[src/rtl/vga_pkg.sv]
// Shared definitions for the VGA capture block.
// Holds the default active resolution, the 640x480@60 timing constants,
// the internal counter widths and the capture FSM state type.
package vga_pkg;

  // Default active area
  localparam int unsigned H_ACTIVE_DEF = 640;
  localparam int unsigned V_ACTIVE_DEF = 480;

  // 640x480 timing (pixels / lines)
  localparam int unsigned H_FRONT = 16;
  localparam int unsigned H_SYNC  = 96;
  localparam int unsigned H_BACK  = 48;
  localparam int unsigned H_TOTAL = 800;
  localparam int unsigned V_FRONT = 10;
  localparam int unsigned V_SYNC  = 2;
  localparam int unsigned V_BACK  = 33;
  localparam int unsigned V_TOTAL = 525;

  // Counters are one bit wider than the output address so that an over-long
  // line or frame is still distinguishable from an exact one before saturating.
  localparam int unsigned HCNT_W = 11;
  localparam int unsigned VCNT_W = 10;

  typedef enum logic [1:0] {
    StIdle,
    StWaitAct,
    StActive
  } cap_state_e;

endpackage

[src/rtl/vga_edge_det.sv]
// Registered input stage for the VGA signals plus rise/fall pulses.
// Ports:
//   clk_i, rst_i            - clock, asynchronous active-high reset
//   hsync_i/vsync_i/valid_i - raw sync and blank_n inputs
//   rgb_i                   - raw pixel colour {r,g,b}
//   hsync_o/vsync_o/valid_o - inputs after one register stage
//   rgb_o                   - colour after one register stage
//   *_rise_o / *_fall_o     - single-cycle pulses aligned with the registered values
module vga_edge_det (
  input  logic        clk_i,
  input  logic        rst_i,
  input  logic        hsync_i,
  input  logic        vsync_i,
  input  logic        valid_i,
  input  logic [23:0] rgb_i,
  output logic        hsync_o,
  output logic        vsync_o,
  output logic        valid_o,
  output logic [23:0] rgb_o,
  output logic        hs_rise_o,
  output logic        hs_fall_o,
  output logic        vs_rise_o,
  output logic        vs_fall_o,
  output logic        vld_rise_o,
  output logic        vld_fall_o
);

  logic hsync_q, vsync_q, valid_q;
  logic hsync_p_q, vsync_p_q, valid_p_q;
  logic [23:0] rgb_q;

  // Cleared to 0: a sync already low at reset release never looks like a
  // falling edge, so no partial frame can be started.
  always_ff @(posedge clk_i or posedge rst_i) begin
    if (rst_i) begin
      hsync_q   <= 1'b0;
      vsync_q   <= 1'b0;
      valid_q   <= 1'b0;
      rgb_q     <= '0;
      hsync_p_q <= 1'b0;
      vsync_p_q <= 1'b0;
      valid_p_q <= 1'b0;
    end else begin
      hsync_q   <= hsync_i;
      vsync_q   <= vsync_i;
      valid_q   <= valid_i;
      rgb_q     <= rgb_i;
      hsync_p_q <= hsync_q;
      vsync_p_q <= vsync_q;
      valid_p_q <= valid_q;
    end
  end

  always_comb begin
    hsync_o    = hsync_q;
    vsync_o    = vsync_q;
    valid_o    = valid_q;
    rgb_o      = rgb_q;
    hs_rise_o  = ~hsync_p_q & hsync_q;
    hs_fall_o  = hsync_p_q & ~hsync_q;
    vs_rise_o  = ~vsync_p_q & vsync_q;
    vs_fall_o  = vsync_p_q & ~vsync_q;
    vld_rise_o = ~valid_p_q & valid_q;
    vld_fall_o = valid_p_q & ~valid_q;
  end

endmodule

[src/rtl/vga_capture.sv]
// VGA frame capture: turns a sync/blank_n/RGB stream into addressed pixel
// writes toward video memory, and checks line length and line count.
// Ports:
//   clk, rst                  - pixel clock, asynchronous active-high reset
//   en                        - capture enable, looked at on vsync falling edges
//   hsync, vsync, valid       - active-low syncs and blank_n
//   vga_r, vga_g, vga_b       - pixel colour
//   wr_en, wr_h, wr_v, wr_data - pixel write (2 cycles after the pixel)
//   frame_done, frame_cnt     - end-of-frame pulse and wrapping frame counter
//   err_hlen, err_vlen        - sticky length errors, cleared by err_clr
module vga_capture
  import vga_pkg::*;
#(
  parameter int unsigned H_ACTIVE = H_ACTIVE_DEF,
  parameter int unsigned V_ACTIVE = V_ACTIVE_DEF
) (
  input  logic        clk,
  input  logic        rst,
  input  logic        en,
  input  logic        hsync,
  input  logic        vsync,
  input  logic        valid,
  input  logic [7:0]  vga_r,
  input  logic [7:0]  vga_g,
  input  logic [7:0]  vga_b,
  input  logic        err_clr,
  output logic        wr_en,
  output logic [9:0]  wr_h,
  output logic [8:0]  wr_v,
  output logic [23:0] wr_data,
  output logic        frame_done,
  output logic [7:0]  frame_cnt,
  output logic        err_hlen,
  output logic        err_vlen
);

  localparam logic [HCNT_W-1:0] HLimit = HCNT_W'(H_ACTIVE);
  localparam logic [VCNT_W-1:0] VLimit = VCNT_W'(V_ACTIVE);
  localparam logic [HCNT_W-1:0] HSat   = '1;
  localparam logic [VCNT_W-1:0] VSat   = '1;

  logic        hsync_s, vsync_s, valid_s;
  logic [23:0] rgb_s;
  logic        hs_rise, hs_fall, vs_rise, vs_fall, vld_rise, vld_fall;

  vga_edge_det u_edge_det (
    .clk_i      (clk),
    .rst_i      (rst),
    .hsync_i    (hsync),
    .vsync_i    (vsync),
    .valid_i    (valid),
    .rgb_i      ({vga_r, vga_g, vga_b}),
    .hsync_o    (hsync_s),
    .vsync_o    (vsync_s),
    .valid_o    (valid_s),
    .rgb_o      (rgb_s),
    .hs_rise_o  (hs_rise),
    .hs_fall_o  (hs_fall),
    .vs_rise_o  (vs_rise),
    .vs_fall_o  (vs_fall),
    .vld_rise_o (vld_rise),
    .vld_fall_o (vld_fall)
  );

  // Capture is framed by blank_n and vsync alone; hsync is not needed.
  logic unused_edges;
  assign unused_edges = ^{hsync_s, vsync_s, hs_rise, hs_fall, vs_rise, vld_rise};

  cap_state_e        state_q;
  logic [HCNT_W-1:0] h_cnt_q, h_inc;
  logic [VCNT_W-1:0] v_cnt_q, v_inc, v_at_end;
  logic              line_end, frame_end, hlen_set, vlen_set, pix_take, in_range;

  always_comb begin
    h_inc     = (h_cnt_q == HSat) ? h_cnt_q : h_cnt_q + 1'b1;
    v_inc     = (v_cnt_q == VSat) ? v_cnt_q : v_cnt_q + 1'b1;
    line_end  = (state_q == StActive) && vld_fall;
    frame_end = (state_q == StActive) && vs_fall;
    // A line ending in the same cycle as the frame is counted before the check.
    v_at_end  = line_end ? v_inc : v_cnt_q;
    hlen_set  = line_end && (h_cnt_q != HLimit);
    vlen_set  = frame_end && (v_at_end != VLimit);
    // The first active pixel arrives while still in StWaitAct and is written.
    pix_take  = (state_q != StIdle) && valid_s;
    in_range  = (h_cnt_q < HLimit) && (v_cnt_q < VLimit);
  end

  always_ff @(posedge clk or posedge rst) begin
    if (rst) begin
      state_q    <= StIdle;
      h_cnt_q    <= '0;
      v_cnt_q    <= '0;
      wr_en      <= 1'b0;
      wr_h       <= '0;
      wr_v       <= '0;
      wr_data    <= '0;
      frame_done <= 1'b0;
      frame_cnt  <= '0;
      err_hlen   <= 1'b0;
      err_vlen   <= 1'b0;
    end else begin
      wr_en      <= 1'b0;
      frame_done <= 1'b0;
      // Clear wins over a set in the same cycle.
      err_hlen   <= ~err_clr & (err_hlen | hlen_set);
      err_vlen   <= ~err_clr & (err_vlen | vlen_set);

      if (pix_take) begin
        wr_en   <= in_range;
        wr_h    <= h_cnt_q[9:0];
        wr_v    <= v_cnt_q[8:0];
        wr_data <= rgb_s;
        h_cnt_q <= h_inc;
      end

      if (line_end) begin
        h_cnt_q <= '0;
        v_cnt_q <= v_inc;
      end

      unique case (state_q)
        StIdle: begin
          if (vs_fall && en) state_q <= StWaitAct;
        end
        StWaitAct: begin
          if (valid_s) state_q <= StActive;
        end
        StActive: begin
          if (frame_end) begin
            frame_done <= 1'b1;
            frame_cnt  <= frame_cnt + 8'd1;
            h_cnt_q    <= '0;
            v_cnt_q    <= '0;
            state_q    <= en ? StWaitAct : StIdle;
          end
        end
        default: state_q <= StIdle;
      endcase
    end
  end

endmodule

[config.mk]
export PLATFORM = sky130hd
export DESIGN_NAME = vga_capture
export DESIGN_NICKNAME = d
export VERILOG_FILES = /design/src/rtl/vga_pkg.sv /design/src/rtl/vga_edge_det.sv /design/src/rtl/vga_capture.sv
export SDC_FILE = /design/constraint.sdc
export NUM_CORES = 1
export LEC_CHECK = 0
export BUFFER_PORTS_ARGS = -buffer_cell sky130_fd_sc_hd__buf_4
export CORE_MARGIN = 2
export CORE_UTILIZATION = 58
export DETAILED_ROUTE_END_ITERATION = 10
export PLACE_DENSITY_LB_ADDON = 0.3
export REMOVE_ABC_BUFFERS = 1
export SLEW_MARGIN = 15
export SYNTH_ARGS = -nofsm -noshare
export SYNTH_HDL_FRONTEND = slang
export SYNTH_SLANG_ARGS = --single-unit
[constraint.sdc]
create_clock -name clk -period 4.74 [get_ports clk]
set_input_delay 0.237 -clock clk [delete_from_list [all_inputs] [get_ports clk]]
set_output_delay 0.237 -clock clk [all_outputs]
set_load 0.01 [all_outputs]
==> flow_summary.toml <==
[run_status]
outcome = "finished, final reports clean"

[sta]
fmax_ghz = 0.532
setup_tns_ns = 0
skew_ns = 0.00937
hold_slack_ns = 0.0118
period_share_pct = 39.7
finalMaxSlewViolations = 0
grt_setup_unrepaired = "false"
fin_ws_ns = 2.86
max_slew_margin_pct = 51.3
setup_viol = 0
final-hold-violation-count = 0
tightest_slew_ns = 0.731
fin_crit_ns = 1.88

[finish]
syn2layout_area_growth_pct = 27.7
diodes = 0
nFillCells = 488
instances_no_fill = 607
fin_util_pct = 77.4
layout.nets = 541
fin_area_sq_mm = 0.00535
drive_gt1_share_pct = 22.5

[flow_run]
max_cap_violations = 0

[place]
dp_hpwl_um = 5520
io_buffers = 84
gp_congestion = 0.907
placed_area_sq_mm = 0.00491
post-place-cells = 565
post-place-ws_ns = 2.87

[worst_setup_path]
critPathRequiredTime_ns = 4.97
arrival_ns = 2.11
cpPeakStageDelay_ns = 0.47
path_max_fanout = 6
cp-start-kind = "register"
path_class = "register to register"
crit_path_end_kind = "register"
cp_cell_sequence = "ha_1, and2_0, a41oi_1, nand3b_1, o31ai_1, a31oi_1"
slowest_stage = "a41oi_1"
r2r_slack_ns = 2.86

[power_and_ir_drop]
power.leakage_nw = 2.67
design_power_total_mw = 2.21
ir_drop_v = 0.000281
p_per_area_mw_per_mm2 = 413

[synth]
synthDistinctLibCells = 46
ys_async_sr_fraction_pct = 100
ys_ff_latch = 106
synthFlopType = "dfrtp_1"
synth_warnings = 0
syn-cell-area_sq_mm = 0.00419
syn_inst = 398
synth_edf_count = 0
yosysSeqAreaShare_pct = 63.3
syn-mean-instance-area_sq_um = 10.5

[detailed_routing]
first_pass_iters = 4
routed_wl_um = 8720
drt_iter0_markers = 158
avgRoutedWirePerCell_um = 14.4
ant_nets = 0
via_per_inst = 5.25
vias = 3185
drc = 0

[floorplanning]
core_area_sq_mm = 0.00691
die_w_um = 89.0
die_h_um = 89.0
rows = 30
dieArea_sq_mm = 0.00792
io_pins = 86
start_util_pct = 60.7

[clocking]
h-tree-depth = 3
cts_tree = "yes"
cts_resized = 0
cts_buffers = 9
path_clk_slew_ns = 0.10
cts_sinks = 106
max-clock-path-buffers = 2
cts_root_buffer = "clkbuf_8"
post_cts_buffers = 0
insertion_delay_ns = 0.36

[global_route]
grt.total_usage_pct = 24.5
first_global_vias = 3231
grt_pass1_wl_um = 14900
grt_overflow_total = 0
antenna_found_initial = 0
grt_max_degree = 62

[worst_hold_path]
min_path_type = "input pin to asynchronous set/reset pin"
flip-flops by register name, indices dropped and copies added (netlist names), 2 cells and up:
name and flops:
h_cnt_q 11, wr_data 24, state_q 2, frame_cnt 8
u_edge_det.rgb_o 24, wr_v 9, wr_h 10, v_cnt_q 10
layout by cell type, fill, tap and decap left out, types with 2 or more instances in the layout:
cell / count
nand4_1: 9
o21ai_0: 8
clkinvlp_4: 2
nand3_1: 9
or3_1: 3
nor3_1: 3
clkbuf_8: 10
a21oi_1: 13
or2b_1: 2
and4bb_2: 2
and3_1: 3
a31oi_1: 3
o22ai_1: 2
nor2_1: 19
ha_1: 4
inv_1: 4
nor4_1: 3
mux2i_1: 5
dlygate4sd3_1: 26
xor2_1: 4
dfrtp_1: 106
buf_4: 87
xnor2_1: 12
nand2_1: 141
o21bai_1: 3
nor2b_1: 2
Yosys cell counts, types with 3 or more instances:
cell | number | area, sq um
inv_1 | 5 | 18.8
ha_1 | 4 | 50.1
nor3_1 | 3 | 15.0
nand4_1 | 9 | 56.3
buf_1 | 6 | 22.5
a21oi_1 | 13 | 65.1
nor2_1 | 19 | 71.3
dfrtp_1 | 106 | 2650
xor2_1 | 4 | 35.0
or3_1 | 3 | 18.8
clkbuf_1 | 4 | 15.0
xnor2_1 | 12 | 105
mux2i_1 | 5 | 50.1
nand3_1 | 9 | 45.0
o21ai_0 | 9 | 45.0
nor4_1 | 3 | 18.8
o21bai_1 | 3 | 22.5
nand2_1 | 141 | 529
buf_2 | 5 | 25.0
and3_1 | 3 | 18.8
a31oi_1 | 3 | 18.8
worst max-delay path, delay by kind of cell (launching register included):
family	cells	cell delay [ns]
compound gates	3	0.67
flops	1	0.46
simple gates	2	0.37
fa+ha+maj	1	0.25
area by class of cell:
| type | count | area (sq um) | area share (%) |
|---|---|---|---|
| Clock buffer | 11 | 141 | 2.64 |
| Tap cell | 96 | 120 | 2.25 |
| Multi-Input combinational cell | 271 | 1460 | 27.3 |
| Sequential cell | 106 | 2650 | 49.6 |
| Clock inverter | 5 | 37.5 | 0.702 |
| Inverter | 5 | 21.3 | 0.398 |
| Timing Repair Buffer | 113 | 913 | 17.1 |
path summary, 6_finish.rpt:
path | from | endpoint | depth (start not counted)
setup / recovery | v_cnt_q[0] | err_vlen | 6
hold / removal | rst | wr_data[22] | 2
setup reg to reg | v_cnt_q[0] | err_vlen | 6
hold reg to reg | u_edge_det.vsync_o | u_edge_det.vsync_p_q | 0
max in group asynchronous | rst | wr_data[23] | 3
min in group clk | err_clr | err_hlen | 2
cell families (layout without fill, tap and decap cells):
| logic type | count (synthesis) | after routing | share of synthesized area (%) |
|---|---|---|---|
| simple gates | 210 | 210 | 23.3 |
| flops | 106 | 106 | 63.3 |
| compound gates | 35 | 35 | 5.35 |
| buf+inv | 21 | 134 | 2.06 |
| xor+xnor | 16 | 16 | 3.35 |
| mux | 6 | 6 | 1.46 |
| fa+ha+maj | 4 | 4 | 1.19 |
metal layers:
layer | GRT usage, % | routed length (um)
met1 | 31.4 | 3610
met2 | 41.5 | 4530
met3 | 6.28 | 440
met4 | 7.33 | 147
met5 | 0 | 0
where the power goes:
part / internal (mW) / switching, mW
Sequential: 1.05 / 0.113
Combinational: 0.265 / 0.273
Clock: 0.208 / 0.297
timing repair:
| item | CTS | global route |
|---|---|---|
| hold buffers | 26 | 0 |
| hold endpoints to repair | 26 | 0 |
| setup endpoints to repair | 0 | 0 |
No activity file was read; power rests on OpenSTA's default activity.
